==> src/rtl/alu_pkg.sv <==
// Shared ALU opcodes, instruction field positions and small decode helpers
// used by the issue stage and its register file.
package alu_pkg;

  localparam logic [3:0] OP_COMPLEMENT = 4'd0;
  localparam logic [3:0] OP_AND        = 4'd1;
  localparam logic [3:0] OP_XOR        = 4'd2;
  localparam logic [3:0] OP_OR         = 4'd3;
  localparam logic [3:0] OP_DEC        = 4'd4;
  localparam logic [3:0] OP_ADD        = 4'd5;
  localparam logic [3:0] OP_SUB        = 4'd6;
  localparam logic [3:0] OP_INC        = 4'd7;
  localparam logic [3:0] OP_LDI        = 4'd8;

  localparam int OP_MSB  = 15;
  localparam int OP_LSB  = 12;
  localparam int RD_MSB  = 11;
  localparam int RD_LSB  = 9;
  localparam int RS1_MSB = 8;
  localparam int RS1_LSB = 6;
  localparam int RS2_MSB = 5;
  localparam int RS2_LSB = 3;

  localparam logic [2:0] R0 = 3'd0;

  // Unary ALU ops never look at operand 2.
  function automatic logic op_ignores_op2(input logic [3:0] op);
    return (op == OP_COMPLEMENT) || (op == OP_DEC) || (op == OP_INC);
  endfunction

endpackage

==> src/rtl/alu_regfile.sv <==
// 8-entry register file: two async read ports, one sync write port,
// r0 hardwired to zero, async active-low clear.
module alu_regfile
  import alu_pkg::*;
#(
  parameter int DATA_W = 32
) (
  input  logic              clk,
  input  logic              rst_n,
  input  logic              we,
  input  logic [2:0]        waddr,
  input  logic [DATA_W-1:0] wdata,
  input  logic [2:0]        raddr1,
  input  logic [2:0]        raddr2,
  output logic [DATA_W-1:0] rdata1,
  output logic [DATA_W-1:0] rdata2
);

  logic [DATA_W-1:0] mem [0:7];

  always_ff @(posedge clk or negedge rst_n) begin
    if (!rst_n) begin
      for (int i = 0; i < 8; i++) mem[i] <= '0;
    end else if (we && (waddr != R0)) begin
      mem[waddr] <= wdata;
    end
  end

  assign rdata1 = (raddr1 == R0) ? '0 : mem[raddr1];
  assign rdata2 = (raddr2 == R0) ? '0 : mem[raddr2];

endmodule

==> src/rtl/alu_issue_stage.sv <==
// Issue/writeback stage in front of the combinational ALU: decode, operand read,
// EX registers, result slot and illegal-op counter. ALU_ISSUE_FWD_EN enables forwarding.
module alu_issue_stage
  import alu_pkg::*;
#(
  parameter int DATA_W = 32,
  parameter int IMM_W  = 9,
  parameter int ERR_W  = 8
) (
  input  logic              clk,
  input  logic              rst_n,
  input  logic              in_valid,
  output logic              in_ready,
  input  logic [15:0]       in_instr,
  output logic [DATA_W-1:0] alu_op1,
  output logic [DATA_W-1:0] alu_op2,
  output logic [3:0]        alu_control,
  input  logic [DATA_W-1:0] alu_result,
  input  logic              alu_zero,
  output logic              res_valid,
  input  logic              res_ready,
  output logic [DATA_W-1:0] res_data,
  output logic [2:0]        res_rd,
  output logic              res_zero,
  output logic [ERR_W-1:0]  err_cnt
);

  logic [3:0]        op;
  logic [2:0]        rd, rs1, rs2;
  logic [IMM_W-1:0]  imm;
  logic              legal, is_ldi, uses_rs1, uses_rs2, hazard;
  logic              ex_valid, adv, accept;
  logic [2:0]        ex_rd;
  logic [DATA_W-1:0] rf_rdata1, rf_rdata2, src1, src2;
  logic [DATA_W-1:0] op1_nxt, op2_nxt;
  logic [3:0]        ctrl_nxt;

  assign op  = in_instr[OP_MSB:OP_LSB];
  assign rd  = in_instr[RD_MSB:RD_LSB];
  assign rs1 = in_instr[RS1_MSB:RS1_LSB];
  assign rs2 = in_instr[RS2_MSB:RS2_LSB];
  assign imm = in_instr[IMM_W-1:0];

  assign legal    = (op <= OP_LDI);
  assign is_ldi   = (op == OP_LDI);
  assign uses_rs1 = legal && !is_ldi;
  assign uses_rs2 = legal && !is_ldi && !op_ignores_op2(op);
  assign hazard   = ex_valid && (ex_rd != R0) &&
                    ((uses_rs1 && (ex_rd == rs1)) || (uses_rs2 && (ex_rd == rs2)));

  assign adv    = ex_valid && (!res_valid || res_ready);
  assign accept = in_valid && in_ready;

  alu_regfile #(.DATA_W(DATA_W)) u_regfile (
    .clk    (clk),
    .rst_n  (rst_n),
    .we     (adv),
    .waddr  (ex_rd),
    .wdata  (alu_result),
    .raddr1 (rs1),
    .raddr2 (rs2),
    .rdata1 (rf_rdata1),
    .rdata2 (rf_rdata2)
  );

`ifdef ALU_ISSUE_FWD_EN
  // A dependent op can only be accepted on an adv cycle, so alu_result is the value being written back.
  assign in_ready = !ex_valid || adv;
  assign src1 = (ex_valid && (ex_rd != R0) && (ex_rd == rs1)) ? alu_result : rf_rdata1;
  assign src2 = (ex_valid && (ex_rd != R0) && (ex_rd == rs2)) ? alu_result : rf_rdata2;
`else
  assign in_ready = (!ex_valid || adv) && !hazard;
  assign src1 = rf_rdata1;
  assign src2 = rf_rdata2;
`endif

  assign op1_nxt  = is_ldi ? '0 : src1;
  assign op2_nxt  = is_ldi ? {{(DATA_W-IMM_W){imm[IMM_W-1]}}, imm} : src2;
  assign ctrl_nxt = is_ldi ? OP_OR : op;

  always_ff @(posedge clk or negedge rst_n) begin
    if (!rst_n) begin
      ex_valid    <= 1'b0;
      ex_rd       <= '0;
      alu_op1     <= '0;
      alu_op2     <= '0;
      alu_control <= '0;
    end else if (accept && legal) begin
      ex_valid    <= 1'b1;
      ex_rd       <= rd;
      alu_op1     <= op1_nxt;
      alu_op2     <= op2_nxt;
      alu_control <= ctrl_nxt;
    end else if (adv) begin
      ex_valid    <= 1'b0;
    end
  end

  always_ff @(posedge clk or negedge rst_n) begin
    if (!rst_n) begin
      res_valid <= 1'b0;
      res_data  <= '0;
      res_rd    <= '0;
      res_zero  <= 1'b0;
    end else if (adv) begin
      res_valid <= 1'b1;
      res_data  <= alu_result;
      res_rd    <= ex_rd;
      res_zero  <= alu_zero;
    end else if (res_ready) begin
      res_valid <= 1'b0;
    end
  end

  always_ff @(posedge clk or negedge rst_n) begin
    if (!rst_n) begin
      err_cnt <= '0;
    end else if (accept && !legal && (err_cnt != '1)) begin
      err_cnt <= err_cnt + ERR_W'(1);
    end
  end

endmodule

==> config.mk <==
export PLATFORM = sky130hd
export DESIGN_NAME = alu_issue_stage
export DESIGN_NICKNAME = d
export VERILOG_FILES = /design/src/rtl/alu_pkg.sv /design/src/rtl/alu_regfile.sv /design/src/rtl/alu_issue_stage.sv
export SDC_FILE = /design/constraint.sdc
export NUM_CORES = 1
export LEC_CHECK = 0
export BUFFER_PORTS_ARGS = -buffer_cell sky130_fd_sc_hd__buf_4
export CAP_MARGIN = 10
export CORE_ASPECT_RATIO = 1.2
export CORE_UTILIZATION = 50
export DETAILED_ROUTE_END_ITERATION = 10
export GPL_TIMING_DRIVEN = 0
export PLACE_DENSITY = 0.72
export SETUP_SLACK_MARGIN = 0.5
export SYNTH_ARGS = -nofsm -noshare
export SYNTH_HDL_FRONTEND = slang
export SYNTH_HIERARCHICAL = 1
export SYNTH_SLANG_ARGS = --single-unit
==> constraint.sdc <==
create_clock -name clk -period 2.09 [get_ports clk]
set_clock_uncertainty 0.15 [all_clocks]
set_input_delay 0.1045 -clock clk [delete_from_list [all_inputs] [get_ports clk]]
set_output_delay 0.1045 -clock clk [all_outputs]
set_load 0.1 [all_outputs]
-- Word-level counts from Yosys, hierarchy flattened
Index checks and enable logic that the tools add are counted.
- add/sub/neg operators: 1
- $lt $le $gt $ge: 5
- eq/ne operators: 6
- muxes and demuxes: 18
- bitwise logic cells: 3
- reduce and logical (&&, ||, !) cells: 31
- operators with widths (cell ; count):
    32-bit 2-to-1 mux ; 9
    256-bit bitwise mux ; 1
    32-bit binary-select mux with 3-bit select ; 2
    32-bit demux with 3-bit select ; 1
    1-bit logical AND ; 14
    4-bit >= comparator, second input constant ; 3
    3-bit inverter with 4-bit output ; 3
    8-bit by 1-bit adder with 8-bit output, second input constant ; 1
    4-bit by 3-bit equality test with 1-bit output, second input constant ; 2
    8-bit != test, second input constant ; 1
    3-bit equality test ; 2
    1-bit logical NOT ; 6
    3-bit logical NOT ; 2
    1-bit logical OR ; 5
    4-bit equality test, second input constant ; 1
    4-bit <= comparator, second input constant ; 1
    4-bit logical NOT ; 1
    4-bit by 1-bit less-than comparator with 1-bit output, second input constant ; 1
    1-bit 2-to-1 mux ; 4
    4-bit 2-to-1 mux ; 1
    2-bit nonzero test ; 2
    3-bit nonzero test ; 1
- flip-flop bits (word level): 373
- input port bits: 53
- output and inout bits: 114
- logic and storage cells: 82

-- Longest topological paths before layout
- word-level depth: 13
- gate-level depth with buffers: 9
- depth with buffers taken out: 6

-- Modules after synthesis
The synthesis kept the hierarchy.
- modules (own cells, without submodules) (module ; times used ; cells each ; area each (um^2) ; seq. area each (um^2)):
    alu_regfile ; 1 ; 874 ; 12336.8 ; 5605.4
    alu_issue_stage ; 1 ; 417 ; 5088.6 ; 2927.8

-- Worst setup path after synthesis
Ideal clock, no wire load.
- path kind: register to register
- start: register res_valid
- end: register u_regfile/mem[161] in the netlist's numbering
- setup time: 0.125 ns
- data arrival time: 2.694 ns
- slack: -0.880 ns
- cell stages (with the launch flop): 10
- path buffers: 4
- path through: dfrtp_1 -> nand2b_1 -> nand2_1 -> clkbuf_1 -> inv_1 -> buf_4 -> and4bb_1 -> buf_6 -> buf_6 -> mux2_4
- word-level cells in the longest chain between the ends: 4
- ends and longest elaborated chain (what ; line ; text):
    start, declared ; alu_issue_stage.sv:20 ; output logic res_valid,
    start signal, assigned ; alu_issue_stage.sv:101 ; res_valid <= 1'b0;
    start signal, assigned ; alu_issue_stage.sv:106 ; res_valid <= 1'b1;
    start signal, assigned ; alu_issue_stage.sv:111 ; res_valid <= 1'b0;
    1-bit logical NOT ; alu_issue_stage.sv:51 ; assign adv = ex_valid && (!res_valid || res_ready);
    1-bit logical OR ; alu_issue_stage.sv:51 ;
    1-bit logical AND ; alu_issue_stage.sv:51 ;
    named net adv ; alu_issue_stage.sv:32 ; logic ex_valid, adv, accept;
    1-bit logical AND ; alu_regfile.sv:24 ; end else if (we && (waddr != R0)) begin
    end signal, assigned by index ; alu_regfile.sv:25 ; mem[waddr] <= wdata;
    end, declared ; alu_regfile.sv:19 ; logic [DATA_W-1:0] mem [0:7];
The timed path passes the listed nets, and every way through them passes these cells.
A chain may end at the register's enable or synchronous reset.

-- Final worst setup path
- start: register res_valid
- end: register u_regfile/mem[120] in the netlist's numbering
Same word-level chain as after synthesis.

==> metrics.md <==
| Metric | Value |
|---|---|
| Internal | 20.4 mW |
| Tcrit/Tclk final | 106% |
| Vias in the first global route | 13430 |
| Largest net degree at the start of global routing | 109 |
| Total Wirelength | 55.3 mm |
| Sequential share of the synthesized area | 49.0% |
| Clk Latency, worst-skew pair | 550 ps |
| Synthesized area | 17400 sq um |
| Worst setup path class | flop to flop |
| Router iterations before antenna repair | 5 |
| Post-Syn Area per Cell | 13.5 sq um |
| Final net count | 1683 |
| Endpoints failing setup | 181 |
| Hold_ws | -669 ps |
| Static Leak | 11.1 nW |
| Leading area contributor after synthesis | dfrtp_1 |
| CTS Hold Bufs | 50 |
| Syn Nets | about 1300 |
| Grt total ovfl | 0 |
| Final hold violations | about 250 |
| N_diodes | 0 |
| Initial core utilization | 51.0% |
| Failing checks | hold timing, setup timing |
| Synth cell types | between 40 and 50 |
| Die width | between 150 and 200 um |
| Cell area after layout | 23600 sq um |
| Synth Instances | roughly 1300 |
| Maximum clock path buffer count | 3 |
| Number of synthesized flops with an enable pin | 0 |
| Synth Register Bits | between 300 and 400 |
| Switching share of total power | 42.5% |
| Die height | 207 um |
| Max-Cap Viols | 0 |
| Data arrival time of the worst path | between 2000 and 3000 ps |
| HP Class | input port to asynchronous set/reset pin |
| Worst-margin pin slew | 907 ps |
| Antenna violations before repair | 0 |
| Final Max Tran Viols | 0 |
| # DRC | 0 |
| Final setup margin | -136 ps |
| Total track usage | around 31% |
| Io pins | 167 |
| Core Region | 34200 sq um |
| Initial DRC count | 1099 |
| Die area | 35600 sq um |
| Asr flop ratio synth | 100% |
| Clock group share of total power | roughly 20% |
| Clock Tree Root | clkbuf_16 |
| Gate power share | 46.2% |
| Detailed-route vias per instance | 6.14 |
| Unrepaired setup endpoints after global routing | true |
| Setup_tns | -10050 ps |
| Clk pin slew, worst setup/hold paths | 60 ps |
| Global-route wire length before repair | 81.9 mm |
| Dpl hpwl | 31.7 mm |
| CP max FO | 5 |
| Gpl congestion | 0.857 |
| CTS tree | done |
| WP data required | roughly 2400 ps |
| Power Dens Cells | 1510 nW/um^2 |
| Synth top area cells | dfrtp_1, mux2_2, mux2i_1, mux2_4, a221oi_1 |
| Maximum vdd ir drop | 1080 uV |
| P&R area growth vs syn | 35.3% |
| DR vias | between 10000 and 15000 |
| Tmin final | 2230 ps |
| WL/cell | around 26 um |
| Switching pwr | 15.1 mW |
| Top-area cell type share of the netlist area | 49.0% |
| Flop pwr share | roughly a third |
| Top_reg_cell synth | dfrtp_1 |
| H-tree levels | 2 |
| Startpoint class of the critical path | flop |
| Layout cell share with drive strength beyond 1 | 46.5% |
| I/O Buffers | 166 |
| Status | finished with violations |
| Post-place instance area | 19700 sq um |
| CP Capture Type | flop |
| Post-route ant nets | 0 |
| Slew HR | between 30 and 40% |
| YS warnings | 6 |
| Rows | 74 |
| CTS buffer count | 37 |
| Max Clk Rate | roughly 450 MHz |
| Sink Count | 341 |
cells by family after synthesis:
group	after synthesis	synth area share, %
adders and majority gates	1	0.0718
and+or+nand+nor	84	2.82
buffers and inverters	163	5.37
xor gates and xnor gates	12	0.603
muxes	524	34.1
DFF	341	49.0
AOI/OAI and AO/OA	166	8.08
cells in the final DEF (no fill, tap or decap), drive strengths merged, types with 2 or more instances in the layout:
cell type / n
a211oi: 6
a221oi: 122
xnor2: 8
nor3: 3
dlygate4sd3: 50
nor2: 7
inv: 59
buf: 326
nand2: 39
mux2: 345
clkbuf: 83
nand4b: 3
nand2b: 3
xor2: 4
a311oi: 6
and2: 2
nor2b: 9
mux2i: 179
and2b: 2
nand4: 4
and3: 3
o32a: 2
nand3: 3
and4bb: 2
dfrtp: 341
a21oi: 25
clkinv: 5
bufinv: 3
registers in the layout, summed over array words and instances (netlist names):
name           flops
u_regfile/mem    224
alu_op1           32
alu_op2           32
res_data          32
err_cnt            8
alu_control        4
ex_rd              3
res_rd             3
ex_valid           1
res_valid          1
res_zero           1
metrics by stage:
stage	hold slack [ps]	utilization (%)	std cells	total power [mW]	worst slack (ps)
after floorplan	-341	-	1291	23.3	-194
after global placement	187	57.3	1913	26.4	-3140
after CTS	-663	68.0	2097	35.0	-109
after global routing	-642	69.0	2111	36.9	-253
final	-669	69.0	2111	35.5	-136
after detailed placement	-87.5	57.6	1916	26.8	-421
worst max-delay path, cell delays in order, from the launching register on:
cell and delay [ps]:
dfrtp_4 490, nand2b_4 110, nand2_8 50, clkbuf_16 150, clkinv_8 40, buf_8 100
nand2_4 60, nor3_4 160, buf_6 170, buf_6 110, buf_12 100, buf_16 120
mux2_4 300
final cells by class:
type	instances	area (sq um)
buffer	104	1150
clock buffer	56	1160
clock inverter	9	126
fill	2352	10600
inverter	59	234
multi-input combinational	787	8510
sequential	341	8560
tap	456	571
timing repair buffer	299	3270
power by group through the flow:
stage               Clock, mW  Sequential [mW]  Combinational [mW]
CTS                      7.03             11.9                16.0
global route             7.31             12.4                17.1
global placement            0             11.8                14.6
floorplan                   0             17.4                5.89
finish                   6.96             12.1                16.4
detailed placement          0             12.0                14.8
timing repair:
action                                  4_1_cts  5_1_grt
endpoints found under the setup margin      323      323
buffers inserted                             44       10
hold endpoints to repair                    527      247
gates resized for setup                     180       49
cloned                                       22        4
pin swaps                                    10        5
synthesized netlist by cell type (4+ instances only):
cell	instances
nand2_1	39
a211oi_1	6
buf_2	30
buf_6	23
a311oi_1	6
buf_4	20
clkbuf_1	25
mux2_1	81
a221oi_1	113
inv_1	59
nor2b_1	9
mux2_2	194
xnor2_1	8
nor2_1	7
mux2i_1	179
a21oi_1	25
xor2_1	4
mux2_4	70
dfrtp_1	341
a221oi_2	9
per-layer routing:
| layer | global-route usage (%) | routed length, um | part of all wire, % |
|---|---|---|---|
| met1 | 39.0 | 21700 | 39 |
| met2 | 51.9 | 27600 | 50 |
| met4 | 13.5 | 2220 | 4.0 |
| met3 | 5.63 | 3850 | 7.0 |
| met5 | 0 | 0 | 0 |
final timing paths:
kind,start,to,slack [ps],cells past startpoint
max,res_valid$_DFFE_PN0P_,u_regfile/mem[120]$_DFFE_PN0P_,-140,12
min,rst_n,res_data[6]$_DFFE_PN0P_,-670,1
max reg2reg,res_valid$_DFFE_PN0P_,u_regfile/mem[120]$_DFFE_PN0P_,-140,12
min reg2reg,res_data[26]$_DFFE_PN0P_,res_data[26]$_DFFE_PN0P_,360,1
max in group asynchronous,rst_n,alu_op1[27]$_DFFE_PN0P_,1230,3
min in group clk,res_ready,ex_valid$_DFFE_PN0P_,90,4
(Power assumes the default switching activity.)
